File: src/rtl/color_sort_ctrl_pkg.sv
// Shared definitions for the colour-sorter controller slice.
//   - class codes (CLS_BLACK .. CLS_UNK)
//   - per-channel level encoding (LVL_L / LVL_M / LVL_H)
//   - FSM state encoding (IDLE / SAMPLE / CLASSIFY / DRIVE / HOLD)
//   - class rule table and 7-segment glyph table (seg[6]=a ... seg[0]=g)
package color_sort_ctrl_pkg;

    localparam logic [3:0] CLS_BLACK  = 4'h0;
    localparam logic [3:0] CLS_RED    = 4'h1;
    localparam logic [3:0] CLS_GREEN  = 4'h2;
    localparam logic [3:0] CLS_BLUE   = 4'h3;
    localparam logic [3:0] CLS_PURPLE = 4'h4;
    localparam logic [3:0] CLS_YELLOW = 4'h5;
    localparam logic [3:0] CLS_WHITE  = 4'h6;
    localparam logic [3:0] CLS_ORANGE = 4'h8;
    localparam logic [3:0] CLS_UNK    = 4'hF;

    typedef enum logic [1:0] {LVL_L, LVL_M, LVL_H} level_t;

    typedef enum logic [2:0] {IDLE, SAMPLE, CLASSIFY, DRIVE, HOLD} state_t;

    // Levels listed as R,G,B; first match wins.
    function automatic logic [3:0] classify(level_t r, level_t g, level_t b);
        if      (r == LVL_H && g == LVL_H && b == LVL_H) return CLS_WHITE;
        else if (r == LVL_L && g == LVL_L && b == LVL_L) return CLS_BLACK;
        else if (r == LVL_H && g == LVL_L && b == LVL_L) return CLS_RED;
        else if (r == LVL_L && g == LVL_H && b == LVL_L) return CLS_GREEN;
        else if (r == LVL_L && g == LVL_L && b == LVL_H) return CLS_BLUE;
        else if (r == LVL_M && g == LVL_L && b == LVL_H) return CLS_PURPLE;
        else if (r == LVL_H && g == LVL_H && b == LVL_L) return CLS_YELLOW;
        else if (r == LVL_H && g == LVL_M && b == LVL_L) return CLS_ORANGE;
        else                                             return CLS_UNK;
    endfunction

    // Hex glyphs; code F (unknown) shows a dash (segment g only).
    function automatic logic [6:0] seg_glyph(logic [3:0] code);
        logic [6:0] g;
        case (code)
            4'h0: g = 7'b1111110;
            4'h1: g = 7'b0110000;
            4'h2: g = 7'b1101101;
            4'h3: g = 7'b1111001;
            4'h4: g = 7'b0110011;
            4'h5: g = 7'b1011011;
            4'h6: g = 7'b1011111;
            4'h7: g = 7'b1110000;
            4'h8: g = 7'b1111111;
            4'h9: g = 7'b1111011;
            4'hA: g = 7'b1110111;
            4'hB: g = 7'b0011111;
            4'hC: g = 7'b1001110;
            4'hD: g = 7'b0111101;
            4'hE: g = 7'b1001111;
            default: g = 7'b0000001;
        endcase
        return g;
    endfunction

endpackage

File: src/rtl/color_sort_ctrl_if.sv
// Bus bundle for color_sort_ctrl.
//   master: drives red/green/blue/p/stat_sel, observes the controller outputs
//   slave : the controller side
interface color_sort_ctrl_if #(
    parameter int unsigned W     = 8,
    parameter int unsigned CNT_W = 8
);
    logic [W-1:0]     red;
    logic [W-1:0]     green;
    logic [W-1:0]     blue;
    logic             p;
    logic             motor_l;
    logic             motor_r;
    logic [6:0]       seg;
    logic             pn;
    logic             busy;
    logic [3:0]       cls;
    logic             cls_valid;
    logic [3:0]       stat_sel;
    logic [CNT_W-1:0] stat_cnt;

    modport master (
        output red, green, blue, p, stat_sel,
        input  motor_l, motor_r, seg, pn, busy, cls, cls_valid, stat_cnt
    );

    modport slave (
        input  red, green, blue, p, stat_sel,
        output motor_l, motor_r, seg, pn, busy, cls, cls_valid, stat_cnt
    );
endinterface

File: src/rtl/color_sort_ctrl_seg7_hex_dec.sv
// seg7_hex_dec: combinational 4-bit class code -> 7 active-high segments.
//   code : in  4  class code
//   seg  : out 7  seg[6]=a ... seg[0]=g; code F shows '-'
module seg7_hex_dec
    import color_sort_ctrl_pkg::*;
(
    input  logic [3:0] code,
    output logic [6:0] seg
);
    assign seg = seg_glyph(code);
endmodule

File: src/rtl/color_sort_ctrl.sv
// color_sort_ctrl: per rising edge of p, average NSAMP RGB samples, classify
// into one of nine classes, pulse motor_l or motor_r for MOTOR_CYC clocks and
// show the class on a 7-segment digit.
//   clk, rst : clock, synchronous active-high reset
//   bus      : color_sort_ctrl_if.slave
//              in : red/green/blue [W], p, stat_sel[4]
//              out: motor_l, motor_r, seg[7], pn, busy, cls[4], cls_valid,
//                   stat_cnt[CNT_W]
// Optional feature: define COLOR_SORT_STATS_EN for per-class saturating
// counters readable through stat_sel/stat_cnt; otherwise stat_cnt is 0.
module color_sort_ctrl
    import color_sort_ctrl_pkg::*;
#(
    parameter int unsigned W         = 8,
    parameter logic [W-1:0] HI_TH    = 'h97,
    parameter logic [W-1:0] MID_TH   = 'h30,
    parameter int unsigned NSAMP     = 4,
    parameter int unsigned MOTOR_CYC = 8,
    parameter logic [15:0] LEFT_MASK = 16'h0032,
    parameter int unsigned CNT_W     = 8
) (
    input  logic             clk,
    input  logic             rst,
    color_sort_ctrl_if.slave bus
);
    localparam int unsigned LG = $clog2(NSAMP);
    localparam int unsigned AW = W + LG;
    localparam int unsigned SW = LG + 1;
    localparam int unsigned MW = (MOTOR_CYC > 1) ? $clog2(MOTOR_CYC) : 1;

    state_t         state;
    logic           p_q;
    logic [AW-1:0]  acc_r, acc_g, acc_b;
    logic [SW-1:0]  scnt;
    logic [MW-1:0]  mcnt;
    logic           motor_l_q, motor_r_q, busy_q, cls_valid_q;
    logic [3:0]     cls_q;
    logic [6:0]     seg_q;
    logic [W-1:0]   avg_r, avg_g, avg_b;
    logic [3:0]     code;
    logic [6:0]     seg_nxt;
    logic           start;

    function automatic level_t level_of(logic [W-1:0] v);
        if (v >= HI_TH)       return LVL_H;
        else if (v >= MID_TH) return LVL_M;
        else                  return LVL_L;
    endfunction

    assign start = bus.p & ~p_q;

    assign avg_r = acc_r[AW-1:LG];
    assign avg_g = acc_g[AW-1:LG];
    assign avg_b = acc_b[AW-1:LG];
    assign code  = classify(level_of(avg_r), level_of(avg_g), level_of(avg_b));

    seg7_hex_dec u_seg (
        .code (code),
        .seg  (seg_nxt)
    );

    always_ff @(posedge clk) begin
        if (rst) begin
            state       <= IDLE;
            p_q         <= 1'b0;
            acc_r       <= '0;
            acc_g       <= '0;
            acc_b       <= '0;
            scnt        <= '0;
            mcnt        <= '0;
            motor_l_q   <= 1'b0;
            motor_r_q   <= 1'b0;
            busy_q      <= 1'b0;
            cls_valid_q <= 1'b0;
            cls_q       <= '0;
            seg_q       <= '0;
        end else begin
            p_q         <= bus.p;
            cls_valid_q <= 1'b0;
            unique case (state)
                IDLE: begin
                    // The start edge itself delivers the first sample.
                    if (start) begin
                        acc_r  <= AW'(bus.red);
                        acc_g  <= AW'(bus.green);
                        acc_b  <= AW'(bus.blue);
                        scnt   <= SW'(1);
                        busy_q <= 1'b1;
                        state  <= (NSAMP == 1) ? CLASSIFY : SAMPLE;
                    end
                end
                SAMPLE: begin
                    acc_r <= acc_r + AW'(bus.red);
                    acc_g <= acc_g + AW'(bus.green);
                    acc_b <= acc_b + AW'(bus.blue);
                    scnt  <= scnt + SW'(1);
                    if (scnt == SW'(NSAMP - 1))
                        state <= CLASSIFY;
                end
                CLASSIFY: begin
                    cls_q       <= code;
                    seg_q       <= seg_nxt;
                    cls_valid_q <= 1'b1;
                    mcnt        <= '0;
                    if (code != CLS_UNK) begin
                        if (LEFT_MASK[code]) motor_l_q <= 1'b1;
                        else                 motor_r_q <= 1'b1;
                        state <= DRIVE;
                    end else begin
                        state <= HOLD;
                    end
                end
                DRIVE: begin
                    mcnt <= mcnt + MW'(1);
                    if (mcnt == MW'(MOTOR_CYC - 1)) begin
                        motor_l_q <= 1'b0;
                        motor_r_q <= 1'b0;
                        state     <= HOLD;
                    end
                end
                HOLD: begin
                    if (!bus.p) begin
                        busy_q <= 1'b0;
                        state  <= IDLE;
                    end
                end
                default: state <= IDLE;
            endcase
        end
    end

    assign bus.motor_l   = motor_l_q;
    assign bus.motor_r   = motor_r_q;
    assign bus.seg       = seg_q;
    assign bus.busy      = busy_q;
    assign bus.pn        = busy_q;
    assign bus.cls       = cls_q;
    assign bus.cls_valid = cls_valid_q;

`ifdef COLOR_SORT_STATS_EN
    // Only the nine class codes ever reach cls_q, so other slots stay 0.
    logic [CNT_W-1:0] cnt [16];
    logic [CNT_W-1:0] stat_q;

    always_ff @(posedge clk) begin
        if (rst) begin
            for (int unsigned i = 0; i < 16; i++) cnt[i] <= '0;
            stat_q <= '0;
        end else begin
            stat_q <= cnt[bus.stat_sel];
            if (cls_valid_q && cnt[cls_q] != '1)
                cnt[cls_q] <= cnt[cls_q] + CNT_W'(1);
        end
    end

    assign bus.stat_cnt = stat_q;
`else
    logic unused_stat_sel;
    assign unused_stat_sel = ^bus.stat_sel;
    assign bus.stat_cnt    = '0;
`endif

endmodule

File: src/flat_wrapper.sv
// flat-port wrapper written by rule: the top's interface ports become plain ports
module color_sort_ctrl_flat import color_sort_ctrl_pkg::*;
#(
    parameter int unsigned W         = 8,
    parameter logic [W-1:0] HI_TH    = 'h97,
    parameter logic [W-1:0] MID_TH   = 'h30,
    parameter int unsigned NSAMP     = 4,
    parameter int unsigned MOTOR_CYC = 8,
    parameter logic [15:0] LEFT_MASK = 16'h0032,
    parameter int unsigned CNT_W     = 8
)
  (clk, rst, bus_red, bus_green, bus_blue, bus_p, bus_stat_sel, bus_motor_l, bus_motor_r, bus_seg, bus_pn, bus_busy, bus_cls, bus_cls_valid, bus_stat_cnt);
  color_sort_ctrl_if #(.W(W), .CNT_W(CNT_W)) bus_i ();
  input  logic clk;
  input  logic rst;
  input wire logic [$bits(bus_i.red)-1:0] bus_red;
  input wire logic [$bits(bus_i.green)-1:0] bus_green;
  input wire logic [$bits(bus_i.blue)-1:0] bus_blue;
  input wire logic [$bits(bus_i.p)-1:0] bus_p;
  input wire logic [$bits(bus_i.stat_sel)-1:0] bus_stat_sel;
  output wire logic [$bits(bus_i.motor_l)-1:0] bus_motor_l;
  output wire logic [$bits(bus_i.motor_r)-1:0] bus_motor_r;
  output wire logic [$bits(bus_i.seg)-1:0] bus_seg;
  output wire logic [$bits(bus_i.pn)-1:0] bus_pn;
  output wire logic [$bits(bus_i.busy)-1:0] bus_busy;
  output wire logic [$bits(bus_i.cls)-1:0] bus_cls;
  output wire logic [$bits(bus_i.cls_valid)-1:0] bus_cls_valid;
  output wire logic [$bits(bus_i.stat_cnt)-1:0] bus_stat_cnt;
  assign bus_i.red = bus_red;
  assign bus_i.green = bus_green;
  assign bus_i.blue = bus_blue;
  assign bus_i.p = bus_p;
  assign bus_i.stat_sel = bus_stat_sel;
  assign bus_motor_l = bus_i.motor_l;
  assign bus_motor_r = bus_i.motor_r;
  assign bus_seg = bus_i.seg;
  assign bus_pn = bus_i.pn;
  assign bus_busy = bus_i.busy;
  assign bus_cls = bus_i.cls;
  assign bus_cls_valid = bus_i.cls_valid;
  assign bus_stat_cnt = bus_i.stat_cnt;
  color_sort_ctrl #(.W(W), .HI_TH(HI_TH), .MID_TH(MID_TH), .NSAMP(NSAMP), .MOTOR_CYC(MOTOR_CYC), .LEFT_MASK(LEFT_MASK), .CNT_W(CNT_W)) u_core (.clk(clk), .rst(rst), .bus(bus_i));
endmodule
File: config.mk
export PLATFORM = sky130hd
export DESIGN_NAME = color_sort_ctrl_flat
export DESIGN_NICKNAME = d
export VERILOG_FILES = /design/src/rtl/color_sort_ctrl_pkg.sv /design/src/rtl/color_sort_ctrl_if.sv /design/src/rtl/color_sort_ctrl_seg7_hex_dec.sv /design/src/rtl/color_sort_ctrl.sv /design/src/flat_wrapper.sv
export SDC_FILE = /design/constraint.sdc
export NUM_CORES = 1
export LEC_CHECK = 0
export CAP_MARGIN = 25
export CELL_PAD_IN_SITES_DETAIL_PLACEMENT = 0
export CELL_PAD_IN_SITES_GLOBAL_PLACEMENT = 1
export CORE_MARGIN = 5
export CORE_UTILIZATION = 30
export DETAILED_ROUTE_END_ITERATION = 8
export HOLD_SLACK_MARGIN = 0.12
export PLACE_DENSITY_LB_ADDON = 0.15
export SLEW_MARGIN = 20
export SYNTH_ARGS = -nofsm -noshare
export SYNTH_HDL_FRONTEND = slang
export SYNTH_SLANG_ARGS = --single-unit
File: constraint.sdc
create_clock -name clk -period 4.65 [get_ports clk]
set_input_delay 1.395 -clock clk [delete_from_list [all_inputs] [get_ports clk]]
set_output_delay 1.395 -clock clk [all_outputs]
set_load 0.01 [all_outputs]
# Word-level counts from Yosys, hierarchy flattened

Memories as Yosys holds them, arrays and structs flattened. A register that Yosys moved wholly into a read port is not among the register bits.
Index checks and enable logic that the tools add are counted.
W data, S select, Z words.

Bits in registers: 48
Memory bits (read-only): 128
Output and inout port bits: 24
Memories: 2

Add/subtract/negate cells: 5
Order comparisons: 7
Equal/unequal tests: 19
Muxes and demuxes: 40
Bitwise operators: 2
Reduce and logical (&&, ||, !) cells: 26

Memories:

| memory          | words | width | rd ports | clocked after Yosys merged registers in | wr ports | RTL line                  | source |
|---|---|---|---|---|---|---|---|
| (no name shown) | 16    | 7     | 1        | 1                                       | 0        | color_sort_ctrl_pkg.sv:38 | `case (code)` |
| (no name shown) | 16    | 1     | 1        | 0                                       | 0        | color_sort_ctrl.sv:106    | `if (LEFT_MASK[code]) motor_l_q <= 1'b1;` |

Operator list:

| cell                  | count |
|---|---|
| $pmux W10 S2          | 3 |
| $add A10 B8 Y10       | 3 |
| $mux W10              | 3 |
| $mux W4               | 7 |
| $ge A8 B6 Y1 const B  | 3 |
| $ge A8 B8 Y1 const B  | 3 |
| $mux W3               | 6 |
| $pmux W3 S5           | 1 |
| $logic_and A1 B1 Y1   | 14 |
| $mux W1               | 12 |
| $pmux W3 S2           | 2 |
| $reduce_and A4 Y1     | 3 |
| $ne A2 B1 Y1 const B  | 5 |
| $eq A3 B2 Y1 const B  | 3 |
| $add A3 B1 Y3 const B | 2 |
| $eq A2 B2 Y1 const B  | 3 |
| $eq A3 B3 Y1 const B  | 2 |
| $logic_not A2 Y1      | 3 |
| $mux W2               | 3 |
| $pmux W1 S2           | 3 |
| $reduce_bool A2 Y1    | 3 |
| $lt A4 B5 Y1 const B  | 1 |
| $eq A2 B1 Y1 const B  | 2 |
| $ne A2 B2 Y1 const B  | 2 |
| other kinds (7)       | 7 |

# Longest topological paths before layout

Depth after elaboration: 19
Mapped depth: 10

# Cells and area by module

From an unflattened synthesis, not the netlist that was laid out.

Cells, all modules: 494
Area, all modules: 3921.3 µm²

Modules (own cells, without submodules):

| module          | times used | cells each | area an instance (µm²) | sequential area each (µm²) |
|---|---|---|---|---|
| color_sort_ctrl | 1          | 454        | 3631.0                 | 1101.1 |
| seg7_hex_dec    | 1          | 40         | 290.3                  | 0.0 |

# Least setup slack after synthesis

Ideal clock, no wire load.

Kind: input to register
Start: in bus_blue[0]
End: reg u_core.acc_b[8]
Library setup time: 0.065 ns
Arrival: 3.079 ns
Data required time: 4.585 ns
Path slack: 1.506 ns
Cell stages on the path: 10
Path buffers: 0
Cells stage by stage: ha_1 > inv_1 > fa_1 > nor2b_1 > o21a_1 > o21a_1 > o31a_1 > o31ai_1 > mux2_2 > nor2_1

Word-level cells in the longest chain between the ends: 2

Ends and longest elaborated chain:

| element              | RTL line              | source |
|---|---|---|
| start, declared      | flat_wrapper.sv:18    | `input wire logic [$bits(bus_i.blue)-1:0] bus_blue;` |
| $add A10 B8 Y10      | color_sort_ctrl.sv:95 | `acc_b <= acc_b + AW'(bus.blue);` |
| $pmux W10 S2         | color_sort_ctrl.sv:80 | `unique case (state)` |
| end signal, assigned | color_sort_ctrl.sv:86 | `acc_b <= AW'(bus.blue);` |
| end signal, assigned | color_sort_ctrl.sv:95 |  |
| end, declared        | color_sort_ctrl.sv:33 | `logic [AW-1:0] acc_r, acc_g, acc_b;` |

Every way passes these cells.
A chain may end at the register's enable or synchronous reset.

# Worst setup path after layout

Start: in bus_red[0]
End: reg u_core.acc_r[8]

Word-level cells in the longest chain between the ends: 2

Ends and longest elaborated chain:

| element              | RTL line              | source |
|---|---|---|
| start, declared      | flat_wrapper.sv:16    | `input wire logic [$bits(bus_i.red)-1:0] bus_red;` |
| $add A10 B8 Y10      | color_sort_ctrl.sv:93 | `acc_r <= acc_r + AW'(bus.red);` |
| $pmux W10 S2         | color_sort_ctrl.sv:80 |  |
| end signal, assigned | color_sort_ctrl.sv:84 | `acc_r <= AW'(bus.red);` |
| end signal, assigned | color_sort_ctrl.sv:93 |  |
| end, declared        | color_sort_ctrl.sv:33 |  |

Every way passes these cells.

==> reports/metrics.cfg <==
[outcome]
run_status=finished, final reports clean

[clock_tree]
cts_tree=built
cts_max_level=2
postCtsHoldBufs=0
cts_setup_buffers=0
clock_path_buffers=2
ctsResizeCount=0
clkTransAtPathRegs_ns=0.07
clockRootBuffer=clkbuf_16
clock_latency_ns=0.31
cts.sinks=55
numCtsBuffers=5

[sta]
hold_viol=0
drv_slew=0
period_share=0.757
rsz0062_at_grt=no
fin_skew_ns=0.00793
fmax_ghz=0.284
fin_setup_tns_ns=0
setup_viol=0
min_period_ns=3.52
relSlewSlack=0.398
worstMarginPinSlew_ns=0.900

[worst_setup_path]
startpoint_type=input port
critical_path_class=input port to register
end_kind=register
cp-startpoint=bus_red[0]
crit_end=u_core.acc_r[8]$_SDFFE_PP0P_
crit_path_max_fanout=3
arrival_ns=3.76
reg2regPathDepth=9
rr_startpoint=u_core.acc_g[6]$_SDFFE_PP0P_
timing.rr.end=u_core.bus.seg[0]$_SDFFE_PP0P_
required_ns=4.89
rrSetupSlack_ns=1.95

[global_route]
grt_pass1_vias=3421
track_usage=0.139
grt_max_degree=42
grt_pass1_wl_um=16800
grt_antenna_before_repair=0
grt_overflow=0

[placed_design]
place_inst=655
placed_cell_area_um2=4400
dp_hpwl_um=7030
routabilityCongestion=0.745
portBuffers=42

[detailed_routing]
drt-met1-wl_um=4720
dr.max_layer_used=met4
num_vias=3437
drt-total-wl_um=10100
routed-wl-met3_um=407
ant_nets=0
wl_met2_um=4760
drtIter0Drc=247
first_pass_iters=5
vias_per_cell=5.18
drc=0
wl_per_cell_um=15.2

[logic_synthesis]
synth_top_area_frac=0.285
netlist_area_um2=3860
ys_warn_count=0
yosys.area.top_type=dfxtp_1
synth.avg_cell_area_um2=8.39
syn_inst=460
synth_seq_cells=55
async_flop_share=0
synthTopCellsByArea=dfxtp_1 29%, ha_1 12%, a21oi_1 5.6%
yosysUniqueCellTypes=68
synth-seq-area-share=0.285
synth_edf_count=0
synth-main-ff-cell=dfxtp_1
ys_top_cells_by_count=55 x dfxtp_1, 46 x nor2_1, 43 x a21oi_1
synth.most_common_cell=dfxtp_1

[floorplan]
die_x_um=123
die_area_um2=15200
core_um2=12600
rows=41
start_util=0.306
dieHeight_um=123
ios=55

[finish]
syn2layout_area_growth_pct=18.1
final_cells=663
n_fill_cell=1361
antenna_cells=0
drive_above_1_share=0.0815
fin_util=0.361
num-nets-final=560
final_cell_area_um2=4560

[min_path]
hold_path_class=register to register
min-delay-start=u_core.bus.cls[1]$_SDFFE_PP0P_

[job]
maxCapViolCount=0

[pwr]
power.density_nw_per_um2=355
leakage_uw=0.00177
vdd_drop_max_mv=0.113

-- worst min path at each step --
stage / cells past startpoint / end / slack (ns)
finish: 2 / u_core.bus.cls[1]$_SDFFE_PP0P_ / 0.46
global route: 2 / u_core.bus.cls[1]$_SDFFE_PP0P_ / 0.50
CTS: 2 / u_core.bus.cls[1]$_SDFFE_PP0P_ / 0.46
detailed placement: 2 / u_core.mcnt[2]$_SDFFE_PP0P_ / 0.45
global placement: 2 / u_core.mcnt[1]$_SDFFE_PP0P_ / 0.44
floorplan: 2 / u_core.mcnt[1]$_SDFFE_PP0P_ / 0.44
-- through the flow --
step	setup slack, ns	hold slack, ns	power, uW
2_1_floorplan	1.51	0.436	1050
3_3_place_gp	0.847	0.443	1210
3_5_place_dp	0.813	0.451	1220
4_1_cts	1.12	0.462	1650
5_1_grt	1.02	0.497	1750
6_report	1.13	0.456	1620
-- metal layers --
layer,track usage,vias to the layer above
met5,0,-
met4,0.0478,0
met3,0.0288,12
met1,0.177,1612
li1,-,1764
met2,0.231,49
-- sequential cells by signal (all words and copies together), names as in the netlist --
signal	cells
u_core.acc_b	10
u_core.acc_g	10
u_core.acc_r	10
u_core.bus.busy	1
u_core.bus.cls	4
u_core.bus.cls_valid	1
u_core.bus.motor_l	1
u_core.bus.motor_r	1
u_core.bus.seg	7
u_core.mcnt	3
u_core.p_q	1
u_core.scnt	3
u_core.state	3
-- critical path, cell delays in order --
cell and delay, ns:
clkdlybuf4s50_1 0.47, ha_1 0.25, inv_1 0.07, fa_1 0.19
nor2b_1 0.07, o21a_1 0.18, o21a_1 0.20, o31a_1 0.27
o31ai_1 0.23, mux2_2 0.36, nor2_1 0.07
-- kinds of logic after synthesis --
kind of cell / count (synthesis) / synth area share
buf+inv: 51 / 0.0632
compound gates: 154 / 0.296
other cells: 1 / 0.000972
mux: 6 / 0.0182
xor+xnor: 7 / 0.0159
fa+ha+maj: 39 / 0.132
simple gates: 147 / 0.189
flops: 55 / 0.285
-- layout by cell type (no fill, tap or decap), types with 8 or more instances in the layout --
cell / instances
nor3_1: 11
a21oi_1: 43
o31ai_1: 8
o21ai_0: 8
nand2_1: 42
conb_1: 8
clkdlybuf4s50_1: 41
ha_1: 36
inv_1: 19
dfxtp_1: 55
o21a_1: 10
a22oi_1: 11
nor2_1: 46
-- power by group --
group / total [uW] / internal, uW / switching [uW]
sequential: 593 / 530 / 63.1
combinational: 616 / 276 / 339
clock: 410 / 216 / 194
total: 1620 / 1020 / 597
-- final cells by class --
cell class / instances / area, um2 / share of cell area
Tap cell: 172 / 215 / 0.0472
Sequential cell: 55 / 1100 / 0.242
Inverter: 20 / 75.1 / 0.0165
Timing Repair Buffer: 47 / 460 / 0.101
Multi-Input combinational cell: 361 / 2550 / 0.560
Clock buffer: 6 / 139 / 0.0305
Clock inverter: 2 / 16.3 / 0.00357
No activity file was read; power rests on OpenSTA's default activity.
